--- config.mk ---
export PLATFORM = sky130hd
export DESIGN_NAME = centroid_wr_arbiter
export DESIGN_NICKNAME = d
export VERILOG_FILES = /design/src/rtl/kmeans_pkg.sv /design/src/rtl/centroid_wr_arbiter_rr_arbiter.sv /design/src/rtl/centroid_wr_arbiter.sv
export SDC_FILE = /design/constraint.sdc
export NUM_CORES = 1
export LEC_CHECK = 0
export BUFFER_PORTS_ARGS = -buffer_cell sky130_fd_sc_hd__buf_4
export CAP_MARGIN = 5
export CELL_PAD_IN_SITES_DETAIL_PLACEMENT = 1
export CELL_PAD_IN_SITES_GLOBAL_PLACEMENT = 1
export CORE_MARGIN = 4
export CORE_UTILIZATION = 45
export CTS_BUF_LIST = sky130_fd_sc_hd__clkbuf_16
export CTS_CLUSTER_SIZE = 16
export DETAILED_ROUTE_END_ITERATION = 12
export GPL_ROUTABILITY_DRIVEN = 0
export GPL_TIMING_DRIVEN = 0
export PLACE_DENSITY = 0.7
export SKIP_CTS_REPAIR_TIMING = 1
export SLEW_MARGIN = 20
export SYNTH_ARGS = -nofsm -noshare
export SYNTH_HDL_FRONTEND = slang
export SYNTH_SLANG_ARGS = --single-unit
--- constraint.sdc ---
create_clock -name clk -period 11.7 [get_ports clk]
set_input_delay 2.34 -clock clk [delete_from_list [all_inputs] [get_ports clk]]
set_output_delay 2.34 -clock clk [all_outputs]
set_load 0.005 [all_outputs]
--- src/rtl/kmeans_pkg.sv ---
// Shared k-means definitions: centroid word/index types and default sizes.
package kmeans_pkg;

  localparam int CENT_DATA_W  = 64;
  localparam int NUM_CENT_DEF = 8;
  localparam int NUM_REQ_DEF  = 4;
  localparam int CENT_IDX_W   = $clog2(NUM_CENT_DEF);

  typedef logic [CENT_DATA_W-1:0] cent_word_t;
  typedef logic [CENT_IDX_W-1:0]  cent_idx_t;

endpackage

--- src/rtl/centroid_wr_arbiter_rr_arbiter.sv ---
// Round-robin grant generator with its own rotating priority pointer.
// The grant is combinational from req/ptr; the pointer moves past the winner.
module rr_arbiter #(
  parameter int N  = 4,
  parameter int PW = $clog2(N)
) (
  input  logic          clk,
  input  logic          reset,
  input  logic          en,
  input  logic [N-1:0]  req,
  output logic [N-1:0]  gnt,
  output logic          gnt_any,
  output logic [PW-1:0] gnt_idx
);

  logic [PW-1:0] ptr_q, ptr_d;

  // Scan requesters starting at the pointer, wrapping modulo N; first hit wins.
  always_comb begin
    int            j;
    logic [PW-1:0] j_idx;
    gnt     = '0;
    gnt_any = 1'b0;
    gnt_idx = '0;
    j       = 0;
    j_idx   = '0;
    for (int k = 0; k < N; k++) begin
      j = int'(ptr_q) + k;
      if (j >= N) j = j - N;
      j_idx = PW'(j);
      if (en && !gnt_any && req[j_idx]) begin
        gnt[j_idx] = 1'b1;
        gnt_any    = 1'b1;
        gnt_idx    = j_idx;
      end
    end
  end

  // Next pointer: one past the winner (wrapping), otherwise hold.
  always_comb begin
    ptr_d = ptr_q;
    if (gnt_any) begin
      ptr_d = (gnt_idx == PW'(N - 1)) ? '0 : gnt_idx + PW'(1);
    end
  end

  // Pointer register.
  always_ff @(posedge clk) begin
    if (reset) ptr_q <= '0;
    else       ptr_q <= ptr_d;
  end

endmodule

--- src/rtl/centroid_wr_arbiter.sv ---
// Centroid register bank with a round-robin shared write port, one registered
// read port, bank-wide clear and a freeze input that blocks all grants.
// Optional macro CENT_ARB_STALL_CNT_EN adds a saturating stall_cnt output.
module centroid_wr_arbiter
  import kmeans_pkg::*;
#(
  parameter int NUM_REQ  = NUM_REQ_DEF,
  parameter int NUM_CENT = NUM_CENT_DEF,
  parameter int DATA_W   = CENT_DATA_W,
  parameter int IDX_W    = $clog2(NUM_CENT)
) (
  input  logic                      clk,
  input  logic                      reset,
  input  logic                      freeze,
  input  logic                      clear,
  input  logic [NUM_REQ-1:0]        req_valid,
  input  logic [NUM_REQ*IDX_W-1:0]  req_idx,
  input  logic [NUM_REQ*DATA_W-1:0] req_data,
  output logic [NUM_REQ-1:0]        req_ready,
  input  logic [IDX_W-1:0]          rd_idx,
  output logic [DATA_W-1:0]         rd_data,
`ifdef CENT_ARB_STALL_CNT_EN
  output logic [15:0]               stall_cnt,
`endif
  output logic                      wr_busy
);

  localparam int RPW = $clog2(NUM_REQ);

  logic [IDX_W-1:0]  idx_arr  [NUM_REQ];
  logic [DATA_W-1:0] data_arr [NUM_REQ];
  logic [DATA_W-1:0] bank_q   [NUM_CENT];
  logic [DATA_W-1:0] bank_d   [NUM_CENT];
  logic [DATA_W-1:0] rd_data_q, rd_data_d;
  logic [IDX_W-1:0]  wr_idx;
  logic [DATA_W-1:0] wr_data;
  logic [RPW-1:0]    gnt_idx;
  logic              gnt_any;
  logic              arb_en;
  logic              rd_in_range;

  // Unpack the per-requester index/data slices.
  for (genvar gi = 0; gi < NUM_REQ; gi++) begin : g_unpack
    assign idx_arr[gi]  = req_idx[gi*IDX_W +: IDX_W];
    assign data_arr[gi] = req_data[gi*DATA_W +: DATA_W];
  end

  // Clear and freeze both withhold grants, so a clear never drops a write.
  assign arb_en = !reset && !freeze && !clear;

  rr_arbiter #(.N(NUM_REQ), .PW(RPW)) u_arb (
    .clk     (clk),
    .reset   (reset),
    .en      (arb_en),
    .req     (req_valid),
    .gnt     (req_ready),
    .gnt_any (gnt_any),
    .gnt_idx (gnt_idx)
  );

  assign wr_busy = gnt_any;
  assign wr_idx  = idx_arr[gnt_idx];
  assign wr_data = data_arr[gnt_idx];

  // Per-entry next state; an out-of-range write index matches no entry and is dropped.
  for (genvar gi = 0; gi < NUM_CENT; gi++) begin : g_bank
    assign bank_d[gi] = clear ? '0 :
                        ((gnt_any && wr_idx == IDX_W'(gi)) ? wr_data : bank_q[gi]);

    // Bank entry register.
    always_ff @(posedge clk) begin
      if (reset) bank_q[gi] <= '0;
      else       bank_q[gi] <= bank_d[gi];
    end
  end

  assign rd_in_range = ({1'b0, rd_idx} < (IDX_W+1)'(NUM_CENT));

  // Read mux samples the pre-update bank, giving old-value-on-collision semantics.
  always_comb begin
    rd_data_d = '0;
    if (rd_in_range) rd_data_d = bank_q[rd_idx];
  end

  // Registered read data.
  always_ff @(posedge clk) begin
    if (reset) rd_data_q <= '0;
    else       rd_data_q <= rd_data_d;
  end

  assign rd_data = rd_data_q;

`ifdef CENT_ARB_STALL_CNT_EN
  logic [15:0] stall_cnt_q, stall_cnt_d;
  logic        stall_hit;

  // A cycle stalls when someone waits with no grant, or when losers are queued.
  assign stall_hit = ((|req_valid) && !gnt_any) || ($countones(req_valid) > 1);

  // Saturating stall counter, zeroed by clear.
  always_comb begin
    stall_cnt_d = stall_cnt_q;
    if (clear)                                   stall_cnt_d = '0;
    else if (stall_hit && stall_cnt_q != 16'hFFFF) stall_cnt_d = stall_cnt_q + 16'd1;
  end

  // Stall counter register.
  always_ff @(posedge clk) begin
    if (reset) stall_cnt_q <= '0;
    else       stall_cnt_q <= stall_cnt_d;
  end

  assign stall_cnt = stall_cnt_q;
`endif

endmodule
Word-level counts from Yosys, hierarchy flattened
Memories as Yosys holds them, arrays and structs flattened. A register that Yosys moved wholly into a read port is not among the register bits.
Index checks and enable logic that the tools add are counted.
{"block": "classes", "eq_ne": 16, "order_cmp": 13, "mux": 66, "n_bitwise": 12, "n_addsub": 8, "n_reduce_logical": 36}
{"cell": "$mux W64", "count": 26}
{"cell": "$bmux W64 S2", "count": 1}
{"cell": "$logic_and A1 B1 Y1", "count": 21}
{"cell": "$mux W2", "count": 9}
{"cell": "$mux W4", "count": 4}
{"cell": "$ne A2 B2 Y1 const B", "count": 8}
{"cell": "$reduce_and A2 Y1", "count": 8}
{"cell": "$mux W1", "count": 15}
{"cell": "$eq A3 B3 Y1 const B", "count": 4}
{"cell": "$ge A3 B3 Y1 const B", "count": 4}
{"cell": "$lt A2 B3 Y1 const B", "count": 4}
{"cell": "$or A4 B4 Y4", "count": 3}
{"cell": "$bmux W1 S2", "count": 4}
{"cell": "$demux W1 S2", "count": 4}
{"cell": "$ge A2 B1 Y1 const B", "count": 4}
{"cell": "$or A1 B1 Y1", "count": 8}
{"cell": "$sub A2 B1 Y2 const B", "count": 4}
{"cell": "$add A2 B2 Y3 const B", "count": 2}
{"cell": "$bmux W3 S2", "count": 1}
{"cell": "$eq A3 B2 Y1 const B", "count": 2}
{"cell": "$logic_not A1 Y1", "count": 6}
{"cell": "$mux W3", "count": 2}
{"cell": "$add A2 B1 Y3 const B", "count": 1}
{"cell": "$eq A3 B1 Y1 const B", "count": 1}
{"cell": "5 further kinds", "count": 5}
{"block": "word_totals", "mem_count": 1, "wordCells": 153, "ff_bits": 2, "mem_bits_rw": 512, "in_bits": 279, "output_inout_bits": 69}
{"name": "bank_q", "depth": 8, "width": 64, "rd": 1, "rd_ports_with_merged_regs": 1, "wr": 8, "line_no": "centroid_wr_arbiter.sv:32", "text": "logic [DATA_W-1:0] bank_q [NUM_CENT];"}

Depth between registers and ports, before layout
Gate-level depths: netlist (run 1).
{"block": "depth", "word_depth": 27, "depth_mapped": 13, "depth_no_buf": 9}

By module
A second synthesis (run 1) with hierarchy kept.
{"block": "unflattened", "hier_cells": 1749, "area_unflattened_um2": 25808.5}
{"module": "centroid_wr_arbiter", "instances": 1, "cells_each": 1687, "seq_area_each_um2": 16656.0, "area_each_um2": 25263.0}
{"module": "rr_arbiter", "instances": 1, "cells_each": 62, "seq_area_each_um2": 40.0, "area_each_um2": 545.5}

Least setup slack after synthesis (run 1)
No wires, ideal clock.
{"block": "synth_timing", "kind": "input -> register", "from": "input req_valid[3]", "to": "memory bank_q[3][0] (netlist name) (enable)", "t_arrival_ps": 8890, "path_buffers": 3, "required_ps": 11126, "stages": 10, "setup_slack_ps": 2236, "setup_ps": 574, "cell_sequence": "mux4_2 > buf_6 > or3_1 > o22ai_2 > and3_4 > a221oi_2 > or3b_1 > buf_2 > buf_2 > o21ai_0"}
{"item": "start, declared", "line_no": "centroid_wr_arbiter.sv:16", "text": "input logic [NUM_REQ-1:0] req_valid,"}
{"item": "end, declared", "line_no": "centroid_wr_arbiter.sv:32"}

Worst setup path in the final report (run 1)
{"block": "layout_timing", "from": "input req_valid[3]", "to": "output req_ready[0]"}
{"block": "layout_via", "elab_chain_cells": 16, "elab_cells_between_ends": 28, "cone_classes": "mux: 15; bitwise: 3; reduce/logical: 10"}
{"item": "$bmux W1 S2", "line_no": "centroid_wr_arbiter_rr_arbiter.sv:31", "text": "if (en && !gnt_any && req[j_idx]) begin"}
{"item": "$mux W1 (not written as such)", "line_no": "centroid_wr_arbiter_rr_arbiter.sv:31"}
{"item": "$logic_and A1 B1 Y1", "line_no": "centroid_wr_arbiter_rr_arbiter.sv:31"}
{"item": "$mux W1", "line_no": "centroid_wr_arbiter_rr_arbiter.sv:31"}
{"item": "$logic_not A1 Y1", "line_no": "centroid_wr_arbiter_rr_arbiter.sv:31"}
{"item": "$logic_and A1 B1 Y1 (2 in series)", "line_no": "centroid_wr_arbiter_rr_arbiter.sv:31"}
{"item": "$mux W1", "line_no": "centroid_wr_arbiter_rr_arbiter.sv:31"}
{"item": "$logic_not A1 Y1", "line_no": "centroid_wr_arbiter_rr_arbiter.sv:31"}
{"item": "$logic_and A1 B1 Y1 (2 in series)", "line_no": "centroid_wr_arbiter_rr_arbiter.sv:31"}
{"item": "$mux W1", "line_no": "centroid_wr_arbiter_rr_arbiter.sv:31"}
{"item": "$logic_not A1 Y1", "line_no": "centroid_wr_arbiter_rr_arbiter.sv:31"}
{"item": "$logic_and A1 B1 Y1 (2 in series)", "line_no": "centroid_wr_arbiter_rr_arbiter.sv:31"}
{"item": "$mux W4 *", "line_no": "centroid_wr_arbiter_rr_arbiter.sv:31"}
{"item": "end, declared", "line_no": "centroid_wr_arbiter.sv:19", "text": "output logic [NUM_REQ-1:0] req_ready,"}
Mark *: on every way between the ends. The rest lies on a longest branch, timed or not. The select of a mux whose other input is x is not followed.

==> out/qor.yml, run 1 <==
run_status:
  status: "completed"
critical_path:
  crit_path_max_incr_delay_ps: 490
  crit_path_top_delay_cell: "mux4_2"
  worstReg2RegStart: "u_arb.ptr_q[0]"
  rr_worst_depth: 16
  r2r_slack_ps: 6680
  crit_buf_inv: 3
  cp.required_ps: 9360
  crit_top_cell: "buf_4"
  path_max_fanout: 10
  worstPathArrival_ps: 4170
  crit_chain: "buf_4 > mux4_2 > buf_6 > or3_1 > nor2b_1 > a22oi_1 > o21ai_0 > buf_4"
  crit_family: "simple AND/OR/NAND/NOR gates"
  crit_type: "input pin to primary output"
  cp-end-kind: "primary output"
  r2r-end: "bank_q[5][62]"
  worstSetupStartpointType: "input pin"
power_and_ir_drop:
  finalPower_mw: 4.86
  power.leakage_nw: 13.1
  powerDensity_nw_per_um2: 139
  ir_worst_vdd_mv: 0.113
sta:
  final-setup-viol-count: 0
  slew_viol_final: 0
  period_needed_ps: 6510
  timing.hold.ws_ps: 680
  fmax_mhz: 154
  period_share_pct: 55.6
  tns_ps: 0
  slew_headroom_pct: 22.5
  rsz0062_at_grt: "no"
  hold_violations: 0
  worst_pin_slew_ps: 1160
  skew_ps: 18.1
yosys:
  synth_ff_type: "edfxtp_1"
  yosysSeqAreaShare_pct: 58.9
  yosys_warnings: 0
  synth_edf_count: 512
  synth_nets: 2087
  syn_area_per_cell_um2: 15.7
  ys_types: 47
  syn_area_um2: 28300
  synth_cells: 1804
  ys_ff_latch: 578
  synthArstFlopShare_pct: 0
finish:
  fin_util_pct: 56.1
  area_delta_synth_final_pct: 23.0
  multi_input_area_um2: 10600
  n_fill_cell: 5837
  finalNetCount: 2524
  seq_area_um2: 16700
  final_area_um2: 34800
  mostFrequentLayoutCells: "edfxtp_1, buf_4, nor3_2, nor3_1, mux2i_1"
  drive_above_1_share_pct: 46.7
  final_common_cell: "edfxtp_1"
floorplanning:
  die_area_um2: 67000
  core_area_um2: 62100
  ios: 348
  die_h_um: 259
  die_w_um: 259
  start_util_pct: 45.6
  rows: 91
clocking:
  clkTransAtPathRegs_ps: 50
  clock_path_buffers: 3
  htree_levels: 2
  root_buffer: "clkbuf_16"
  cts.sinks: 578
  cts_tree: "built"
  numCtsBuffers: 60
  insertion_delay_ps: 640
min_path:
  holdPathStages: 2
  hp-start: "u_arb.ptr_q[1]"
  whs_endpoint: "u_arb.ptr_q[1]"
  hp-class: "flop to flop"
placed_design:
  post-dp-hpwl_mm: 60.6
  post_dp_cell_area_um2: 32900
  portBuffers: 343
grt:
  antenna_found_initial: 3
  grt_max_degree: 21
  grt_pass1_wl_mm: 130
  grt_pass1_vias: 20200
  grtUsageTotal_pct: 25.7
  grt_overflow: 0
detailed_routing:
  drt-total-wl_mm: 86.9
  dr.pass1.iters: 5
  via_count: 18300
  drc: 0
  ant_nets: 0
  wl_per_cell_um: 27.8
  dr.first_iter.drc_count: 1485
  viasPerCell: 5.85
flow_run:
  cap_violations: 0
synth_stat cells, types with 3 or more instances:
library cell / count / area share (%)
clkbuf_1: 51 / 0.68
buf_1: 32 / 0.42
nor3_1: 214 / 3.8
mux4_2: 134 / 11
ha_1: 4 / 0.18
nor2_1: 69 / 0.91
o21ai_1: 3 / 0.053
o21ai_0: 12 / 0.21
mux2i_1: 193 / 6.8
dfxtp_1: 66 / 4.7
nor2b_1: 4 / 0.088
and2_1: 3 / 0.066
buf_6: 41 / 1.6
mux2_2: 62 / 2.5
edfxtp_1: 512 / 54
nor3_2: 301 / 11
buf_4: 17 / 0.45
nand2_1: 3 / 0.040
buf_2: 39 / 0.69
a22oi_1: 8 / 0.21
inv_1: 4 / 0.053
registers in the layout (all words and copies together), names as in the netlist:
name and flops:
bank_q 512, rd_data 64, u_arb.ptr_q 2
cells by family after synthesis:
logic type	after synthesis	share of synthesized area, %
fa+ha+maj	4	0.177
compound gates	38	0.985
simple gates	609	16.0
buf+inv	184	3.92
xor+xnor	1	0.0309
mux	390	20.0
flops	578	58.9
tightest hold or removal path, stage by stage, from the launching register on:
cell	delay, ps
dfxtp_1	400
o21ai_0	150
a21oi_1	80
worst max path at each step:
stage / from / endpoint / cells past startpoint
3_5_place_dp: req_valid[3] / req_ready[0] / 8
4_1_cts: req_valid[3] / req_ready[0] / 8
5_1_grt: req_valid[3] / req_ready[0] / 8
6_report: req_valid[3] / req_ready[0] / 8
2_1_floorplan: req_valid[3] / bank_q[3][0] / 10
3_3_place_gp: reset / bank_q[7][37] / 11
per-stage QoR:
| step | instances | setup slack, ps |
|---|---|---|
| 2_1_floorplan | 1804 | 2240 |
| 3_3_place_gp | 2984 | -2530 |
| 3_5_place_dp | 3016 | 5190 |
| 4_1_cts | 3129 | 5180 |
| 5_1_grt | 3129 | 5080 |
| 6_report | 3130 | 5190 |
metal layers:
| layer | vias to the layer above | part of all wire [%] | global-route usage [%] |
|---|---|---|---|
| met5 | - | 0 | 0 |
| met4 | 0 | 3.0 | 7.78 |
| met3 | 142 | 8.1 | 5.40 |
| met2 | 750 | 49 | 43.0 |
| met1 | 9413 | 40 | 34.2 |
| li1 | 7999 | - | - |
report_power, final:
part | internal [mW] | switching [mW] | total (mW) | leakage (nW)
combinational | 0.253 | 0.350 | 0.603 | 5.87
clock | 1.07 | 0.819 | 1.89 | 0.973
sequential | 2.34 | 0.0292 | 2.37 | 6.24
total | 3.66 | 1.20 | 4.86 | 13.1
final cells by class:
class | instances | area share (%)
Buffer | 180 | 3.15
Sequential cell | 578 | 47.9
Clock inverter | 49 | 0.941
Multi-Input combinational cell | 1042 | 30.5
Timing Repair Buffer | 375 | 9.85
Clock buffer | 64 | 4.60
Antenna cell | 1 | 0.00718
Inverter | 4 | 0.0431
Tap cell | 837 | 3.01
(Power assumes the default switching activity.)
==> inputs of run 2 (changes only) <==
--- a/config.mk
+++ b/config.mk
@@ -5,6 +5,7 @@
 export SDC_FILE = /design/constraint.sdc
 export NUM_CORES = 1
 export LEC_CHECK = 0
+export ABC_AREA = 1
 export BUFFER_PORTS_ARGS = -buffer_cell sky130_fd_sc_hd__buf_4
 export CAP_MARGIN = 5
 export CELL_PAD_IN_SITES_DETAIL_PLACEMENT = 1
@@ -16,7 +17,7 @@
 export DETAILED_ROUTE_END_ITERATION = 12
 export GPL_ROUTABILITY_DRIVEN = 0
 export GPL_TIMING_DRIVEN = 0
-export PLACE_DENSITY = 0.7
+export PLACE_DENSITY = 0.76
 export SKIP_CTS_REPAIR_TIMING = 1
 export SLEW_MARGIN = 20
 export SYNTH_ARGS = -nofsm -noshare
==> constraint.sdc (replaced) <==
create_clock -name clk -period 6.2 [get_ports clk]
set_input_delay 1.24 -clock clk [delete_from_list [all_inputs] [get_ports clk]]
set_output_delay 1.24 -clock clk [all_outputs]
set_load 0.005 [all_outputs]
==> out/qor.yml, run 2 <==
detailed_routing:
  drc: 0  # unchanged
  dr.first_iter.drc_count: 2793  # was 1485
  via_count: 27700  # was 18300
  viasPerCell: 5.98  # was 5.85
  dr.pass1.iters: 6  # was 5
  drt-total-wl_mm: 118  # was 86.9 mm
  ant_nets: 0  # unchanged
  wl_per_cell_um: 25.4  # was 27.8 µm
yosys:
  synth_top_area_cell: "edfxtp_1"  # unchanged
  yosys-top-cells-area: "edfxtp_1, nand4_1, inv_1, o21ai_0, nor2_1"  # was edfxtp_1, mux4_2, nor3_2, mux2i_1, dfxtp_1
  syn_area_per_cell_um2: 9.19  # was 15.7 µm²
  ys_ff_latch: 578  # unchanged
  synth_ff_type: "edfxtp_1"  # unchanged
  yosys_warnings: 0  # unchanged
  synth_nets: 3574  # was 2087
  synth_cells: 3291  # was 1804
  yosysSeqAreaShare_pct: 55.2  # was 58.9%
  synth_edf_count: 512  # unchanged
  syn_area_um2: 30300  # was 28300 µm²
  yosysMostFrequentCell: "inv_1"  # was edfxtp_1
  synthArstFlopShare_pct: 0  # unchanged
  synth_common_cells: "inv_1, nand4_1, edfxtp_1"  # was edfxtp_1, nor3_2, nor3_1
  synth.top_cell.area_share_pct: 50.8  # was 54.3%
  ys_types: 34  # was 47
clocking:
  clkTransAtPathRegs_ps: 60  # was 50 ps
  root_buffer: "clkbuf_16"  # unchanged
  htree_levels: 3  # was 2
  insertion_delay_ps: 620  # was 640 ps
  cts_tree: "built"  # unchanged
  cts.sinks: 578  # unchanged
  clock_path_buffers: 3  # unchanged
  numCtsBuffers: 66  # was 60
run_status:
  status: "completed"  # unchanged
sta:
  fmax_mhz: 213
  worst_pin_slew_ps: 1180  # was 1160 ps
  period_needed_ps: 4690
  final-setup-viol-count: 0  # unchanged
  period_share_pct: 75.6
  hold_violations: 0  # unchanged
  slew_headroom_pct: 21.6  # was 22.5%
  tns_ps: 0  # unchanged
  rsz0062_at_grt: "no"  # unchanged
  slew_viol_final: 0  # unchanged
  skew_ps: 19.4  # was 18.1 ps
floorplanning:
  core_area_um2: 66200  # was 62100 µm²
  die_w_um: 267  # was 259 µm
  start_util_pct: 45.7  # was 45.6%
  rows: 94  # was 91
  die_area_um2: 71400  # was 67000 µm²
  die_h_um: 267  # was 259 µm
  ios: 348  # unchanged
placed_design:
  place_inst: 4511  # was 3016
  portBuffers: 347  # was 343
  post-dp-hpwl_mm: 84.8  # was 60.6 mm
power_and_ir_drop:
  ir_worst_vdd_mv: 0.181  # was 0.113 mV
  finalPower_mw: 11.6  # was 4.86 mW
  powerDensity_nw_per_um2: 319  # was 139 nW/µm²
  power.leakage_nw: 17.8  # was 13.1 nW
finish:
  finalNetCount: 3999  # was 2524
  area_delta_synth_final_pct: 20.3  # was 23.0%
  largest_reg_flops: 512  # unchanged
  final_common_cell: "inv_1"  # was edfxtp_1
  final_cells: 4637  # was 3130
  drive_above_1_share_pct: 17.9  # was 46.7%
  mostFrequentLayoutCells: "inv_1, nand4_1, edfxtp_1, nor2_1, o21ai_0"  # was edfxtp_1, buf_4, nor3_2, nor3_1, mux2i_1
  largest_register: "bank_q"  # unchanged
grt:
  grt_pass1_wl_mm: 174  # was 130 mm
  grt_max_degree: 41  # was 21
  grtUsageTotal_pct: 32.1  # was 25.7%
  grt_pass1_vias: 28900  # was 20200
  antenna_found_initial: 3  # unchanged
  grt_overflow: 0  # unchanged
critical_path:
  cp.required_ps: 6490  # was 9360 ps
  path_max_fanout: 36  # was 10
  cp-end-kind: "flop"  # was primary output
  worstPathArrival_ps: 4980  # was 4170 ps
  crit_type: "input pin to flop"  # was input pin to primary output
  worstSetupStartpointType: "input pin"  # unchanged
  worstReg2RegStart: "u_arb.ptr_q[0]"  # unchanged
  r2r_slack_ps: 1720  # was 6680 ps
  r2r-end: "bank_q[0][42]"  # was bank_q[5][62]
  rr_worst_depth: 19  # was 16
flow_run:
  cap_violations: 0  # unchanged
min_path:
  hp-start: "bank_q[1][45]"  # was u_arb.ptr_q[1]
  hp-class: "flop to flop"  # unchanged
  whs_endpoint: "rd_data[45]"  # was u_arb.ptr_q[1]
  holdPathStages: 2  # unchanged
## run 2: changes by cell type in the layout (fill, tap and decap cells not counted), sizes merged, moves of 63 or more
cell and delta:
mux2i -193, nor3 -515, o21ai +435, a31oi +65
mux4 -134, inv +605, nand4 +514, o22ai +67
nor2 +391, clkbuf +113, mux2 -63, nand2 +126
o211ai +64
## run 2: how the worst max path moves through the flow
stage | slack [ps] | from | to | cells past startpoint
finish | 1510 | clear | bank_q[0][42] | 20
global route | 1400 | clear | bank_q[0][26] | 20
CTS | 1620 | clear | bank_q[0][26] | 20
detailed placement | 980 | clear | bank_q[0][44] | 20
global placement | -610 | clear | bank_q[0][45] | 19
floorplan | 1480 | reset | bank_q[0][0] | 18
## run 2: kinds of logic after synthesis
logic type / count (synthesis) / share of synthesized area (%)
adders and majority gates: 4 / 0.165
buffers and inverters: 916 / 12.7
AOI/OAI and AO/OA: 654 / 12.7
and+or+nand+nor: 1139 / 19.2
DFF: 578 / 55.2
## run 2: layout make-up
| type | instances | area [µm²] |
|---|---|---|
| Fill cell | 7589 | 29800 |
| Sequential cell | 578 | 16700 |
| Multi-Input combinational cell | 1797 | 9730 |
| Timing Repair Buffer | 357 | 2800 |
| Inverter | 600 | 2250 |
| Clock buffer | 67 | 1680 |
| Buffer | 316 | 1610 |
| Tap cell | 864 | 1080 |
| Clock inverter | 53 | 524 |
| Antenna cell | 5 | 12.5 |
## run 2: power breakdown
group / internal (mW) / total (mW) / switching [mW]
clock network: 2.39 / 4.08 / 1.68
logic: 0.722 / 2.95 / 2.23
registers: 4.51 / 4.60 / 0.0885
total: 7.62 / 11.6 / 4.00
## run 2: metrics by stage
step	hold slack (ps)	instance area (µm²)	util (%)	setup slack, ps
floorplan	527	30300	-	1480
global placement	559	33900	51.3	-613
detailed placement	559	34200	51.6	976
CTS	584	36400	54.9	1620
global route	603	36400	54.9	1400
finish	574	36400	54.9	1510
## run 2: critical path, stage by stage
cell      delay (ps)
buf_4            110
inv_2            270
nand2_4          200
nor2_4           270
nand3_2          200
nand2_1          110
clkinv_1          60
nand2_1          110
nand2_4          100
nand2_4          110
buf_6            180
nand2_1           80
nand2_1           70
nand2_1           60
nand2_1          100
nand2_1          110
nor2_2           360
buf_6            330
or2_4            510
buf_12           300
## run 2: routing by layer
| layer | global-route usage, % | wire, µm |
|---|---|---|
| met5 | 0 | 0 |
| met4 | 12.5 | 4190 |
| met3 | 6.09 | 11100 |
| met2 | 54.0 | 56800 |
| met1 | 41.3 | 45800 |
==> inputs of run 3 (changes only) <==
--- a/config.mk
+++ b/config.mk
@@ -11,13 +11,13 @@
 export CELL_PAD_IN_SITES_DETAIL_PLACEMENT = 1
 export CELL_PAD_IN_SITES_GLOBAL_PLACEMENT = 1
 export CORE_MARGIN = 4
-export CORE_UTILIZATION = 45
+export CORE_UTILIZATION = 41
 export CTS_BUF_LIST = sky130_fd_sc_hd__clkbuf_16
 export CTS_CLUSTER_SIZE = 16
 export DETAILED_ROUTE_END_ITERATION = 12
 export GPL_ROUTABILITY_DRIVEN = 0
 export GPL_TIMING_DRIVEN = 0
-export PLACE_DENSITY = 0.76
+export PLACE_DENSITY = 0.73
 export SKIP_CTS_REPAIR_TIMING = 1
 export SLEW_MARGIN = 20
 export SYNTH_ARGS = -nofsm -noshare
==> constraint.sdc (replaced) <==
create_clock -name clk -period 3.95 [get_ports clk]
set_input_delay 0.79 -clock clk [delete_from_list [all_inputs] [get_ports clk]]
set_output_delay 0.79 -clock clk [all_outputs]
set_load 0.005 [all_outputs]
==> out/qor.yml, run 3 (synthesized netlist as in run 2, its figures left out) <==
finish:
  final_area_um2: 36600  # was 36400 µm²
  fin_util_pct: 50.0  # was 54.9%
  mostFrequentLayoutCells: "inv_1, nand4_1, edfxtp_1, nor2_1, o21ai_0"  # unchanged
  largest_reg_flops: 512  # unchanged
  largest_register: "bank_q"  # unchanged
  drive_above_1_share_pct: 18.4  # was 17.9%
  final_common_cell: "inv_1"  # unchanged
  finalNetCount: 4010  # was 3999
  area_delta_synth_final_pct: 20.9  # was 20.3%
sta:
  rsz0062_at_grt: "no"  # unchanged
  period_share_pct: 96.9
  fmax_mhz: 261
  slew_viol_final: 0  # unchanged
  final-setup-viol-count: 0  # unchanged
  slew_headroom_pct: 17.6  # was 21.6%
  setup_ws_ps: 123  # was 1510 ps
  timing.hold.ws_ps: 416  # was 574 ps
  worst_pin_slew_ps: 1240  # was 1180 ps
  tns_ps: 0  # unchanged
  period_needed_ps: 3830
  skew_ps: 16.2  # was 19.4 ps
  hold_violations: 0  # unchanged
clocking:
  root_buffer: "clkbuf_16"  # unchanged
  clock_path_buffers: 3  # unchanged
  numCtsBuffers: 61  # was 66
  cts_tree: "built"  # unchanged
  insertion_delay_ps: 650  # was 620 ps
  clkTransAtPathRegs_ps: 60  # about the same
  htree_levels: 2  # was 3
  cts.sinks: 578  # unchanged
detailed_routing:
  dr.pass1.iters: 7  # was 6
  dr.first_iter.drc_count: 2572  # was 2793
  drt-total-wl_mm: 119  # was 118 mm
  wl_per_cell_um: 25.2  # was 25.4 µm
  viasPerCell: 5.76  # was 5.98
  via_count: 27300  # was 27700
  drc: 0  # unchanged
  ant_nets: 0  # unchanged
placed_design:
  portBuffers: 347  # unchanged
  post_dp_cell_area_um2: 34300  # was 34200 µm²
  post-dp-hpwl_mm: 84.4  # was 84.8 mm
  place_ws_ps: -826  # was 976 ps
floorplanning:
  ios: 348  # unchanged
  die_w_um: 280  # was 267 µm
  core_area_um2: 73100  # was 66200 µm²
  rows: 99  # was 94
  start_util_pct: 41.4  # was 45.7%
  die_h_um: 280  # was 267 µm
  die_area_um2: 78200  # was 71400 µm²
critical_path:
  worstSetupStartpointType: "flop"  # was input pin
  cp.required_ps: 4350  # was 6490 ps
  path_max_fanout: 10  # was 36
  crit_type: "flop to flop"  # was input pin to flop
  cp-end-kind: "flop"  # unchanged
  worstPathArrival_ps: 4230  # was 4980 ps
grt:
  grtUsageTotal_pct: 29.3  # was 32.1%
  grt_max_degree: 44  # was 41
  antenna_found_initial: 3  # unchanged
  grt_pass1_vias: 27800  # was 28900
  grt_overflow: 0  # unchanged
  grt_pass1_wl_mm: 174  # about the same
power_and_ir_drop:
  powerDensity_nw_per_um2: 493  # was 319 nW/µm²
  ir_worst_vdd_mv: 0.302  # was 0.181 mV
  power.leakage_nw: 17.8  # about the same
min_path:
  hp-class: "input pin to flop"  # was flop to flop
run_status:
  status: "completed"  # unchanged
flow_run:
  cap_violations: 0  # unchanged
run 3: final cells by class:
cell class / instances / area [µm²]
diodes: 2 / 5.00
plain buffers: 316 / 1630
clock buffers: 61 / 1530
clock inverters: 54 / 515
fillers: 8465 / 36500
inverters: 600 / 2260
multi-input cells: 1805 / 9840
flip-flops and latches: 578 / 16700
well taps: 959 / 1200
repair buffers: 365 / 2880
run 3: final timing paths:
| check | startpoint | to | slack, ps | cells after the start |
|---|---|---|---|---|
| max | u_arb.ptr_q[0] | bank_q[6][39] | 120 | 16 |
| min reg2reg | bank_q[1][19] | rd_data[19] | 570 | 2 |
| max reg2reg | u_arb.ptr_q[0] | bank_q[6][39] | 120 | 16 |
| min | reset | u_arb.ptr_q[0] | 420 | 2 |
run 3: per-stage QoR:
stage / power [mW] / instances
2_1_floorplan: 9.80 / 3291
3_3_place_gp: 11.8 / 4597
3_5_place_dp: 11.9 / 4605
4_1_cts: 17.9 / 4720
5_1_grt: 18.6 / 4738
6_report: 18.0 / 4740
run 3: per-layer routing:
metal | vias to the layer above | part of all wire [%] | routed length (µm) | GRT usage, %
li1 | 12400 | - | - | -
met1 | 13500 | 41 | 48700 | 39.4
met2 | 1220 | 47 | 56400 | 48.3
met3 | 189 | 8.9 | 10700 | 5.77
met4 | 0 | 3.1 | 3700 | 9.16
met5 | - | 0 | 0 | 0
run 3: critical path, cell delays in order (launching register included):
cell	delay, ps
dfxtp_4	410
inv_4	100
ha_2	390
inv_1	80
nand3_2	110
nand2_2	100
nand4_1	160
nand2_1	110
nand2_4	130
nand2_4	80
buf_6	170
buf_6	210
buf_4	230
o211ai_1	780
o21ai_4	260
nand4_1	180
inv_1	50
run 3: report_power, final:
| part | switching, mW | leakage, nW | internal (mW) |
|---|---|---|---|
| Clock | 2.57 | 1.04 | 3.46 |
| Combinational | 3.58 | 10.5 | 1.18 |
| Sequential | 0.136 | 6.26 | 7.08 |
| Total | 6.29 | 17.8 | 11.7 |
